`src/rtl/xor_share_arbiter_if.sv`:
```
// Bundles the requester side, the shared XOR unit connection and the response
// return path of xor_share_arbiter into a single port.
// The slave view belongs to the arbiter.
// The master view belongs to whatever surrounds it: the requesters, the XOR
// datapath and the response consumer.
interface xor_share_arbiter_if #(
    parameter int WIDTH = 8,
    parameter int NREQ  = 4,
    parameter int IDW   = $clog2(NREQ)
);
    logic [NREQ-1:0]       req_valid;
    logic [NREQ*WIDTH-1:0] req_a;
    logic [NREQ*WIDTH-1:0] req_b;
    logic [NREQ-1:0]       req_ready;
    logic [WIDTH-1:0]      xu_a;
    logic [WIDTH-1:0]      xu_b;
    logic [WIDTH-1:0]      xu_y;
    logic                  rsp_valid;
    logic                  rsp_ready;
    logic [WIDTH-1:0]      rsp_y;
    logic [IDW-1:0]        rsp_id;
    logic                  busy;
    logic [15:0]           txn_count;

    modport slave (
        input  req_valid, req_a, req_b, xu_y, rsp_ready,
        output req_ready, xu_a, xu_b, rsp_valid, rsp_y, rsp_id, busy, txn_count
    );

    modport master (
        output req_valid, req_a, req_b, xu_y, rsp_ready,
        input  req_ready, xu_a, xu_b, rsp_valid, rsp_y, rsp_id, busy, txn_count
    );
endinterface

```
`src/rtl/xor_share_arbiter.sv`:
```
// Round-robin arbiter that time-shares one combinational WIDTH-bit XOR unit
// among NREQ requesters.
// Each transaction runs through three phases:
//   IDLE  grant one requester and capture its operands.
//   EXEC  the XOR unit settles on the captured operands.
//   RESP  the registered result is held until the consumer takes it.
module xor_share_arbiter #(
    parameter int WIDTH = 8,
    parameter int NREQ  = 4,
    parameter int IDW   = $clog2(NREQ)
) (
    input  logic                   clk,
    input  logic                   rst_n,
    xor_share_arbiter_if.slave     bus
);

    typedef enum logic [1:0] {
        IDLE = 2'd0,
        EXEC = 2'd1,
        RESP = 2'd2
    } state_t;

    state_t state;
    state_t state_next;

    logic [IDW-1:0]   last_grant;
    logic [IDW-1:0]   grant;
    logic             found;
    logic             accept;
    logic             handshake;
    logic [WIDTH-1:0] sel_a;
    logic [WIDTH-1:0] sel_b;
    logic [NREQ-1:0]  ready;

    logic [WIDTH-1:0] xu_a_q;
    logic [WIDTH-1:0] xu_b_q;
    logic             rsp_valid_q;
    logic [WIDTH-1:0] rsp_y_q;
    logic [IDW-1:0]   rsp_id_q;
    logic [15:0]      txn_count_q;

    // Scan the requesters starting one past the last winner.
    // The first one found valid is the round-robin pick.
    always_comb begin
        int             pos;
        logic [IDW-1:0] idx;
        found = 1'b0;
        grant = '0;
        pos   = 0;
        idx   = '0;
        for (int k = 1; k <= NREQ; k++) begin
            pos = (int'(last_grant) + k) % NREQ;
            idx = pos[IDW-1:0];
            if (!found && bus.req_valid[idx]) begin
                found = 1'b1;
                grant = idx;
            end
        end
    end

    // Route the winning requester's operands toward the capture registers.
    always_comb begin
        sel_a = '0;
        sel_b = '0;
        for (int i = 0; i < NREQ; i++) begin
            if (grant == IDW'(i)) begin
                sel_a = bus.req_a[i*WIDTH +: WIDTH];
                sel_b = bus.req_b[i*WIDTH +: WIDTH];
            end
        end
    end

    assign accept    = (state == IDLE) && found;
    assign handshake = (state == RESP) && rsp_valid_q && bus.rsp_ready;

    // The one-hot accept strobe is only offered while idle.
    // It is also gated by rst_n so it drops the instant reset asserts.
    always_comb begin
        ready = '0;
        if (rst_n && accept) begin
            ready[grant] = 1'b1;
        end
    end

    // State register.
    always_ff @(posedge clk or negedge rst_n) begin
        if (!rst_n) begin
            state <= IDLE;
        end else begin
            state <= state_next;
        end
    end

    // Next-state logic.
    // EXEC always lasts exactly one cycle.
    // RESP waits for the consumer handshake.
    always_comb begin
        state_next = state;
        case (state)
            IDLE:    if (found)         state_next = EXEC;
            EXEC:                       state_next = RESP;
            RESP:    if (bus.rsp_ready) state_next = IDLE;
            default:                    state_next = IDLE;
        endcase
    end

    // Capture the winner on accept: operands for the XOR unit, its id for the
    // response, and the rotation pointer.
    // The operands stay put until the next accept.
    // Resetting last_grant to NREQ-1 makes requester 0 the first in line.
    always_ff @(posedge clk or negedge rst_n) begin
        if (!rst_n) begin
            xu_a_q     <= '0;
            xu_b_q     <= '0;
            rsp_id_q   <= '0;
            last_grant <= IDW'(NREQ - 1);
        end else if (accept) begin
            xu_a_q     <= sel_a;
            xu_b_q     <= sel_b;
            rsp_id_q   <= grant;
            last_grant <= grant;
        end
    end

    // Register the settled XOR result at the end of EXEC.
    // Present it until the consumer handshakes.
    // An asynchronous reset drops any in-flight result without counting it.
    always_ff @(posedge clk or negedge rst_n) begin
        if (!rst_n) begin
            rsp_valid_q <= 1'b0;
            rsp_y_q     <= '0;
        end else if (state == EXEC) begin
            rsp_valid_q <= 1'b1;
            rsp_y_q     <= bus.xu_y;
        end else if (handshake) begin
            rsp_valid_q <= 1'b0;
        end
    end

    // Count completed responses.
    // The counter wraps naturally at 16 bits.
    always_ff @(posedge clk or negedge rst_n) begin
        if (!rst_n) begin
            txn_count_q <= '0;
        end else if (handshake) begin
            txn_count_q <= txn_count_q + 16'd1;
        end
    end

    assign bus.req_ready = ready;
    assign bus.xu_a      = xu_a_q;
    assign bus.xu_b      = xu_b_q;
    assign bus.rsp_valid = rsp_valid_q;
    assign bus.rsp_y     = rsp_y_q;
    assign bus.rsp_id    = rsp_id_q;
    assign bus.busy      = (state != IDLE);
    assign bus.txn_count = txn_count_q;

endmodule

```
`src/flat_wrapper.sv`:
```
// flat-port wrapper written by rule: the top's interface ports become plain ports
module xor_share_arbiter_flat 
#(
    parameter int WIDTH = 8,
    parameter int NREQ  = 4,
    parameter int IDW   = $clog2(NREQ)
)
  (clk, rst_n, bus_req_valid, bus_req_a, bus_req_b, bus_xu_y, bus_rsp_ready, bus_req_ready, bus_xu_a, bus_xu_b, bus_rsp_valid, bus_rsp_y, bus_rsp_id, bus_busy, bus_txn_count);
  xor_share_arbiter_if #(.WIDTH(WIDTH), .NREQ(NREQ), .IDW(IDW)) bus_i ();
  input  logic clk;
  input  logic rst_n;
  input wire logic [$bits(bus_i.req_valid)-1:0] bus_req_valid;
  input wire logic [$bits(bus_i.req_a)-1:0] bus_req_a;
  input wire logic [$bits(bus_i.req_b)-1:0] bus_req_b;
  input wire logic [$bits(bus_i.xu_y)-1:0] bus_xu_y;
  input wire logic [$bits(bus_i.rsp_ready)-1:0] bus_rsp_ready;
  output wire logic [$bits(bus_i.req_ready)-1:0] bus_req_ready;
  output wire logic [$bits(bus_i.xu_a)-1:0] bus_xu_a;
  output wire logic [$bits(bus_i.xu_b)-1:0] bus_xu_b;
  output wire logic [$bits(bus_i.rsp_valid)-1:0] bus_rsp_valid;
  output wire logic [$bits(bus_i.rsp_y)-1:0] bus_rsp_y;
  output wire logic [$bits(bus_i.rsp_id)-1:0] bus_rsp_id;
  output wire logic [$bits(bus_i.busy)-1:0] bus_busy;
  output wire logic [$bits(bus_i.txn_count)-1:0] bus_txn_count;
  assign bus_i.req_valid = bus_req_valid;
  assign bus_i.req_a = bus_req_a;
  assign bus_i.req_b = bus_req_b;
  assign bus_i.xu_y = bus_xu_y;
  assign bus_i.rsp_ready = bus_rsp_ready;
  assign bus_req_ready = bus_i.req_ready;
  assign bus_xu_a = bus_i.xu_a;
  assign bus_xu_b = bus_i.xu_b;
  assign bus_rsp_valid = bus_i.rsp_valid;
  assign bus_rsp_y = bus_i.rsp_y;
  assign bus_rsp_id = bus_i.rsp_id;
  assign bus_busy = bus_i.busy;
  assign bus_txn_count = bus_i.txn_count;
  xor_share_arbiter #(.WIDTH(WIDTH), .NREQ(NREQ), .IDW(IDW)) u_core (.clk(clk), .rst_n(rst_n), .bus(bus_i));
endmodule
```
`config.mk`:
```
export PLATFORM = sky130hd
export DESIGN_NAME = xor_share_arbiter_flat
export DESIGN_NICKNAME = d
export VERILOG_FILES = /design/src/rtl/xor_share_arbiter_if.sv /design/src/rtl/xor_share_arbiter.sv /design/src/flat_wrapper.sv
export SDC_FILE = /design/constraint.sdc
export NUM_CORES = 1
export LEC_CHECK = 0
export ABC_CLOCK_PERIOD_IN_PS = 4800
export BUFFER_PORTS_ARGS = -buffer_cell sky130_fd_sc_hd__buf_2
export CORE_UTILIZATION = 30
export DETAILED_ROUTE_END_ITERATION = 6
export SYNTH_ARGS = -nofsm -noshare
export SYNTH_HDL_FRONTEND = slang
export SYNTH_SLANG_ARGS = --single-unit
```
`constraint.sdc`:
```
create_clock -name clk -period 4.8 [get_ports clk]
set_input_delay 0.48 -clock clk [delete_from_list [all_inputs] [get_ports clk]]
set_output_delay 0.48 -clock clk [all_outputs]
set_load 0.01 [all_outputs]
```
# Word-level counts from Yosys, hierarchy flattened
# Index checks and enable logic that the tools add are counted.
# op_classes
n_div	0
n_eq_ne	7
shift	0
bitwise	0
order_cmp	6
reduce_logical	16
addsub	5
muxes	32
n_mul	0
# op_table
op	n
8-bit 2-to-1 mux	8
16-bit by 1-bit adder with 16-bit output, second input constant	1
2-bit by 3-bit less-than comparator with 1-bit output, second input constant	5
2-bit 2-to-1 mux	6
1-bit 2-to-1 mux	11
1-bit binary-select mux with 2-bit select	4
1-bit logical AND	8
2-bit equality test, second input constant	3
2-bit case mux with 3 select lines	1
2-bit by 1-bit adder with 2-bit output, second input constant	2
2-bit adder, second input constant	2
2-bit by 1-bit equality test with 1-bit output, second input constant	2
2-bit logical NOT	2
4-bit 2-to-1 mux	1
2-bit nonzero test	2
1-bit logical NOT	3
1-bit demux with 2-bit select	1
2-bit by 1-bit >= comparator with 1-bit output, second input constant	1
2-bit by 1-bit != test with 1-bit output, second input constant	1
2-bit != test, second input constant	1
2-bit AND reduction	1
# word_totals
reg_bits	47
output_inout_bits	48
word_cells	74
latch_bits	0
ram_bits	0
mem_count	0
mem_bits_ro	0
input_bits	79

# Longest topological paths before layout
# depth
depth_word	18
mapped_depth	7
depth_no_buf	6

# Worst setup path after synthesis
# OpenSTA, ideal clock, no wires.
# synth_path
path_type	input port to output port
startpoint	in bus_req_valid[1]
endpoint	out bus_req_ready[0]
arrival_ns	1.662
path_stages	7
n_path_buf	2
path_slack_ns	2.658
required_time_ns	4.320
path_cell_list	or4_4 nand2_4 inv_2 buf_2 buf_2 nand3b_1 nor2_1
# synth_between
elab_chain_cells	17
elab_cells_between_ends	30
classes_between	order compare (2); mux (19); reduce/logical (9)
# synth_lines
item	line_no	source
from (decl)	flat_wrapper.sv:12	input wire logic [$bits(bus_i.req_valid)-1:0] bus_req_valid;
1-bit binary-select mux with 2-bit select	xor_share_arbiter.sv:54	if (!found && bus.req_valid[idx]) begin
1-bit 2-to-1 mux (not written as such)	xor_share_arbiter.sv:54	
1-bit 2-to-1 mux	xor_share_arbiter.sv:54	
1-bit logical NOT	xor_share_arbiter.sv:54	
1-bit logical AND	xor_share_arbiter.sv:54	
1-bit 2-to-1 mux	xor_share_arbiter.sv:54	
1-bit logical NOT	xor_share_arbiter.sv:54	
1-bit logical AND	xor_share_arbiter.sv:54	
1-bit 2-to-1 mux	xor_share_arbiter.sv:54	
1-bit logical NOT	xor_share_arbiter.sv:54	
1-bit logical AND	xor_share_arbiter.sv:54	
2-bit 2-to-1 mux	xor_share_arbiter.sv:54	
2-bit by 3-bit less-than comparator with 1-bit output (not written as such) / 2-bit by 1-bit >= comparator with 1-bit output (equally long branches)	xor_share_arbiter.sv:81	ready[grant] = 1'b1;
1-bit logical AND (not written as such)	xor_share_arbiter.sv:81	
1-bit 2-to-1 mux (not written as such)	xor_share_arbiter.sv:81	
1-bit demux with 2-bit select	-	
4-bit 2-to-1 mux (*)	xor_share_arbiter.sv:80	if (rst_n && accept) begin
to (decl)	flat_wrapper.sv:17	output wire logic [$bits(bus_i.req_ready)-1:0] bus_req_ready;
# Mark *: on every way between the ends. The rest lies on a longest branch, timed or not. The select of a mux whose other input is x is not followed.

# Worst setup path after layout
# layout_path
startpoint	reg u_core.last_grant[1]
endpoint	out bus_req_ready[0]
# layout_between
elab_chain_cells	18
elab_cells_between_ends	34
classes_between	add/sub (4); order compare (2); mux (19); reduce/logical (9)
# layout_lines
item	line_no	source
from (decl)	xor_share_arbiter.sv:26	logic [IDW-1:0] last_grant;
from (signal assigned)	xor_share_arbiter.sv:116	last_grant <= IDW'(NREQ - 1);
from (signal assigned)	xor_share_arbiter.sv:121	last_grant <= grant;
2-bit by 1-bit adder with 2-bit output	xor_share_arbiter.sv:52	pos = (int'(last_grant) + k) % NREQ;
1-bit binary-select mux with 2-bit select	xor_share_arbiter.sv:54	
1-bit 2-to-1 mux (not written as such)	xor_share_arbiter.sv:54	
1-bit 2-to-1 mux	xor_share_arbiter.sv:54	
1-bit logical NOT	xor_share_arbiter.sv:54	
1-bit logical AND	xor_share_arbiter.sv:54	
1-bit 2-to-1 mux	xor_share_arbiter.sv:54	
1-bit logical NOT	xor_share_arbiter.sv:54	
[... 2 more ...]	-	
1-bit logical NOT	xor_share_arbiter.sv:54	
1-bit logical AND	xor_share_arbiter.sv:54	
2-bit 2-to-1 mux	xor_share_arbiter.sv:54	
2-bit by 3-bit less-than comparator with 1-bit output (not written as such) / 2-bit by 1-bit >= comparator with 1-bit output (equally long branches)	xor_share_arbiter.sv:81	
1-bit logical AND (not written as such)	xor_share_arbiter.sv:81	
1-bit 2-to-1 mux (not written as such)	xor_share_arbiter.sv:81	
1-bit demux with 2-bit select	-	
4-bit 2-to-1 mux (*)	xor_share_arbiter.sv:80	
# Marked as above.

==> results.sh <==
export IMPL_critPathArrivalTime_ns=2.82
export IMPL_reg2reg_to="u_core.bus.xu_a[4]$_DFFE_PN0N_"
export IMPL_antenna_left=0
export IMPL_cts_buffers=5
export IMPL_num_vias=2275
export IMPL_slowest_delay_ns=0.89
export IMPL_rsz0062_at_grt="no"
export IMPL_critPathKind="reg -> out"
export IMPL_finalCriticalPeriod_ns=3.30
export IMPL_gp_congestion=0.771
export IMPL_syn_nets=320
export IMPL_clk_latency_ns=0.30
export IMPL_cts_tree="built"
export IMPL_reg2reg_depth=6
export IMPL_io_pins=127
export IMPL_overflow=0
export IMPL_synth_edf_count=0
export IMPL_max_slew_margin_rel=0.342
export IMPL_die_height_um=94.4
export IMPL_drcViolationCount=0
export IMPL_synth_fa_ha_area_frac=0.00489
export IMPL_yosys_area_share_xor_xnor=0.0513
export IMPL_ys_seq_area_frac=0.460
export IMPL_routed_wl_mm=6.70
export IMPL_p_int_mw=1.06
export IMPL_fin_tns_setup_ns=0
export IMPL_start_util=0.310
export IMPL_worstSetupEndpoint="bus_req_ready[0]"
export IMPL_finalCritPeriodShare=0.688
export IMPL_synth_top_family_by_area="compound AO/OA/AOI/OAI gates"
export IMPL_syn_area_mm2=0.00256
export IMPL_pre_cts_slack_ns=1.64
export IMPL_clock_tree_root_cell="clkbuf_8"
export IMPL_worstPathMaxFanout=21
export IMPL_worst_pin_slew_ns=0.987
export IMPL_p_comb_frac=0.491
export IMPL_outcome="finished clean"
export IMPL_via_per_inst=4.86
export IMPL_nets=442
export IMPL_synth_compound_area_frac=0.155
export IMPL_slew_viol_final=0
export IMPL_ys_warn_count=0
export IMPL_cts_sinks=47
export IMPL_muxShareOfSynthArea=0.135
export IMPL_power_frac_clock=0.145
export IMPL_fill_cells=850
export IMPL_ys_ff_latch=47
export IMPL_h_tree_depth=2
export IMPL_grt_total_usage=0.153
export IMPL_firstDrtPassIters=4
export IMPL_dieArea_mm2=0.00891
export IMPL_setup_worst_path_start_class="flip-flop"
export IMPL_antenna_found_initial=0
export IMPL_post_route_worst_setup_slack_ns=1.50
export IMPL_drive_gt1_frac=0.460
export IMPL_grt_pass1_vias=2230
export IMPL_grt_start_max_net_pins=39
export IMPL_clk_path_buf_depth=2
export IMPL_r2r_slack_ns=1.75
export IMPL_skew_ns=0.00903
export IMPL_worstReg2RegStart="u_core.last_grant[1]$_DFFE_PN1N_"
export IMPL_syn2layout_area_growth_pct=31.5
export IMPL_clk_pin_slew_ns=0.09
export IMPL_drt_iter0_drc=66
export IMPL_grt_pass1_wl_mm=10.6
export IMPL_hpwl_mm=5.01
export IMPL_cp_end_kind="output port"
export IMPL_cts_resized=0
export IMPL_wl_per_cell_um=14.3
export IMPL_rows=33
export IMPL_startpoint="u_core.last_grant[1]$_DFFE_PN1N_"
export IMPL_p_leak_nw=1.68
export IMPL_path_cells="nor2b_1, o21ai_1, a21o_1, nor2_1, buf_2"
export IMPL_swShare=0.405
export IMPL_ys_types=39
export IMPL_ir_drop_v=0.000173
export IMPL_die_w_um=94.4
export IMPL_hold_viol_final=0
export IMPL_hold_buffers=0
export IMPL_postSynthAreaPerCell_um2=10.7
export IMPL_hold_class="in -> async"
export IMPL_cp_required_ns=4.32
export IMPL_pwr_share_seq=0.364
export IMPL_n_antenna_cell=0
export IMPL_finalSetupViolCount=0
export IMPL_synth_simple_area_share=0.145
export IMPL_async_flop_share=1.00
export IMPL_syn_inst=240
export IMPL_cts_setup_buffers=0
export IMPL_max_cap_violations=0
export IMPL_power_density_mw_per_mm2=527
export IMPL_worst_path_max_delay_cell="a21o_1"
export IMPL_p_sw_mw=0.719
export IMPL_ys_flop_type="dfrtp_1"
export IMPL_io_buffers=126
export IMPL_coreArea_mm2=0.00826
export IMPL_fmax_mhz=303
## through the flow
step / hold slack [ns] / instance area (µm²) / power [mW] / instances / utilization
after CTS: 0.0447 / 3370 / 1.81 / 468 / 0.408
final: 0.0436 / 3370 / 1.77 / 468 / 0.408
after floorplan: 0.184 / 2560 / 1.26 / 240 / -
after detailed placement: 0.379 / 3270 / 1.54 / 460 / 0.396
after global routing: 0.0529 / 3370 / 1.91 / 468 / 0.408
after global placement: 0.387 / 3270 / 1.52 / 460 / 0.396
## layout by cell type, fill, tap and decap left out, types with 4 or more instances in the layout
cell | synthesis | layout
mux2_2 | 8 | 8
nor2_1 | 23 | 22
inv_1 | 13 | 13
a211oi_2 | 8 | 8
mux2_4 | 5 | 5
xnor2_1 | 12 | 12
nand4_1 | 4 | 4
clkbuf_8 | 0 | 6
nand3_1 | 18 | 18
a221o_1 | 6 | 6
dfrtp_1 | 45 | 45
a211oi_1 | 22 | 22
buf_2 | 7 | 126
mux2i_1 | 17 | 17
nand2_1 | 14 | 14
## cell type report
cell class                 instances  area (µm²)  share of cell area
inverter                          14        52.6              0.0156
timing repair buffer             128         646               0.192
clock buffer                       6        82.6              0.0245
clock inverter                     2        16.3             0.00483
tap                              105         131              0.0390
multi-input combinational        166        1260               0.374
sequential                        47        1180               0.350
## synth_stat cells (2+ instances only)
library cell / instances / share of area
nor2b_1: 2 / 0.0049
nand3b_1: 2 / 0.0059
dfrtp_1: 45 / 0.44
buf_2: 7 / 0.014
mux2i_1: 17 / 0.066
dfstp_2: 2 / 0.021
mux2_2: 8 / 0.035
a21oi_1: 2 / 0.0039
buf_6: 2 / 0.0088
xnor2_1: 12 / 0.041
nand3_1: 18 / 0.035
mux2_4: 5 / 0.029
clkbuf_1: 4 / 0.0059
xor2_1: 3 / 0.010
a211oi_1: 22 / 0.064
nor2_1: 23 / 0.034
a221o_1: 6 / 0.023
inv_1: 13 / 0.019
a21o_1: 3 / 0.0088
nand2_1: 14 / 0.021
nand4_1: 4 / 0.0098
nand2b_1: 2 / 0.0049
a211oi_2: 8 / 0.039
## critical path, delay by kind of cell (launching register included)
| kind | cells | cell delay [ns] |
|---|---|---|
| AO/OA/AOI/OAI | 2 | 1.58 |
| flip-flops | 1 | 0.60 |
| buffers and inverters | 1 | 0.17 |
| AND/OR/NAND/NOR | 2 | 0.16 |
## worst min-delay path by stage
stage	startpoint	to	slack [ns]	cells past startpoint
2_1_floorplan	rst_n	u_core.bus.rsp_id[0]$_DFFE_PN0N_	0.18	0
3_3_place_gp	rst_n	u_core.bus.xu_b[7]$_DFFE_PN0N_	0.39	1
3_5_place_dp	rst_n	u_core.bus.xu_b[7]$_DFFE_PN0N_	0.38	1
4_1_cts	rst_n	u_core.bus.xu_a[2]$_DFFE_PN0N_	0.04	1
5_1_grt	rst_n	u_core.bus.xu_a[2]$_DFFE_PN0N_	0.05	1
6_report	rst_n	u_core.bus.xu_a[2]$_DFFE_PN0N_	0.04	1
## power groups by stage
stage          Combinational [mW]  Clock [mW]  Sequential [mW]
6_report                    0.871       0.257            0.646
2_1_floorplan               0.554           0            0.706
5_1_grt                     0.959       0.285            0.670
4_1_cts                     0.889       0.269            0.649
3_5_place_dp                0.891           0            0.654
3_3_place_gp                0.871           0            0.650
## registers in the layout, indices dropped and copies added (netlist names)
signal	count
u_core.bus.rsp_y	8
u_core.bus.rsp_valid	1
u_core.bus.rsp_id	2
u_core.bus.xu_a	8
u_core.bus.txn_count	16
u_core.last_grant	2
u_core.bus.xu_b	8
u_core.state	2
## metal layers
layer	part of all wire	wire length, µm	vias to the layer above	global-route usage
met1	0.44	2960	1096	0.189
met2	0.49	3290	71	0.272
met3	0.053	358	8	0.0330
met5	0	0	-	0
li1	-	-	1100	-
met4	0.013	87	0	0.0359
## cell families (layout without fill, tap and decap cells)
family | after synthesis | after routing
xor+xnor | 15 | 15
mux | 31 | 31
buf+inv | 27 | 150
simple gates | 74 | 74
flops | 47 | 47
fa+ha+maj | 1 | 1
compound gates | 45 | 45
No activity file was read; power rests on OpenSTA's default activity.
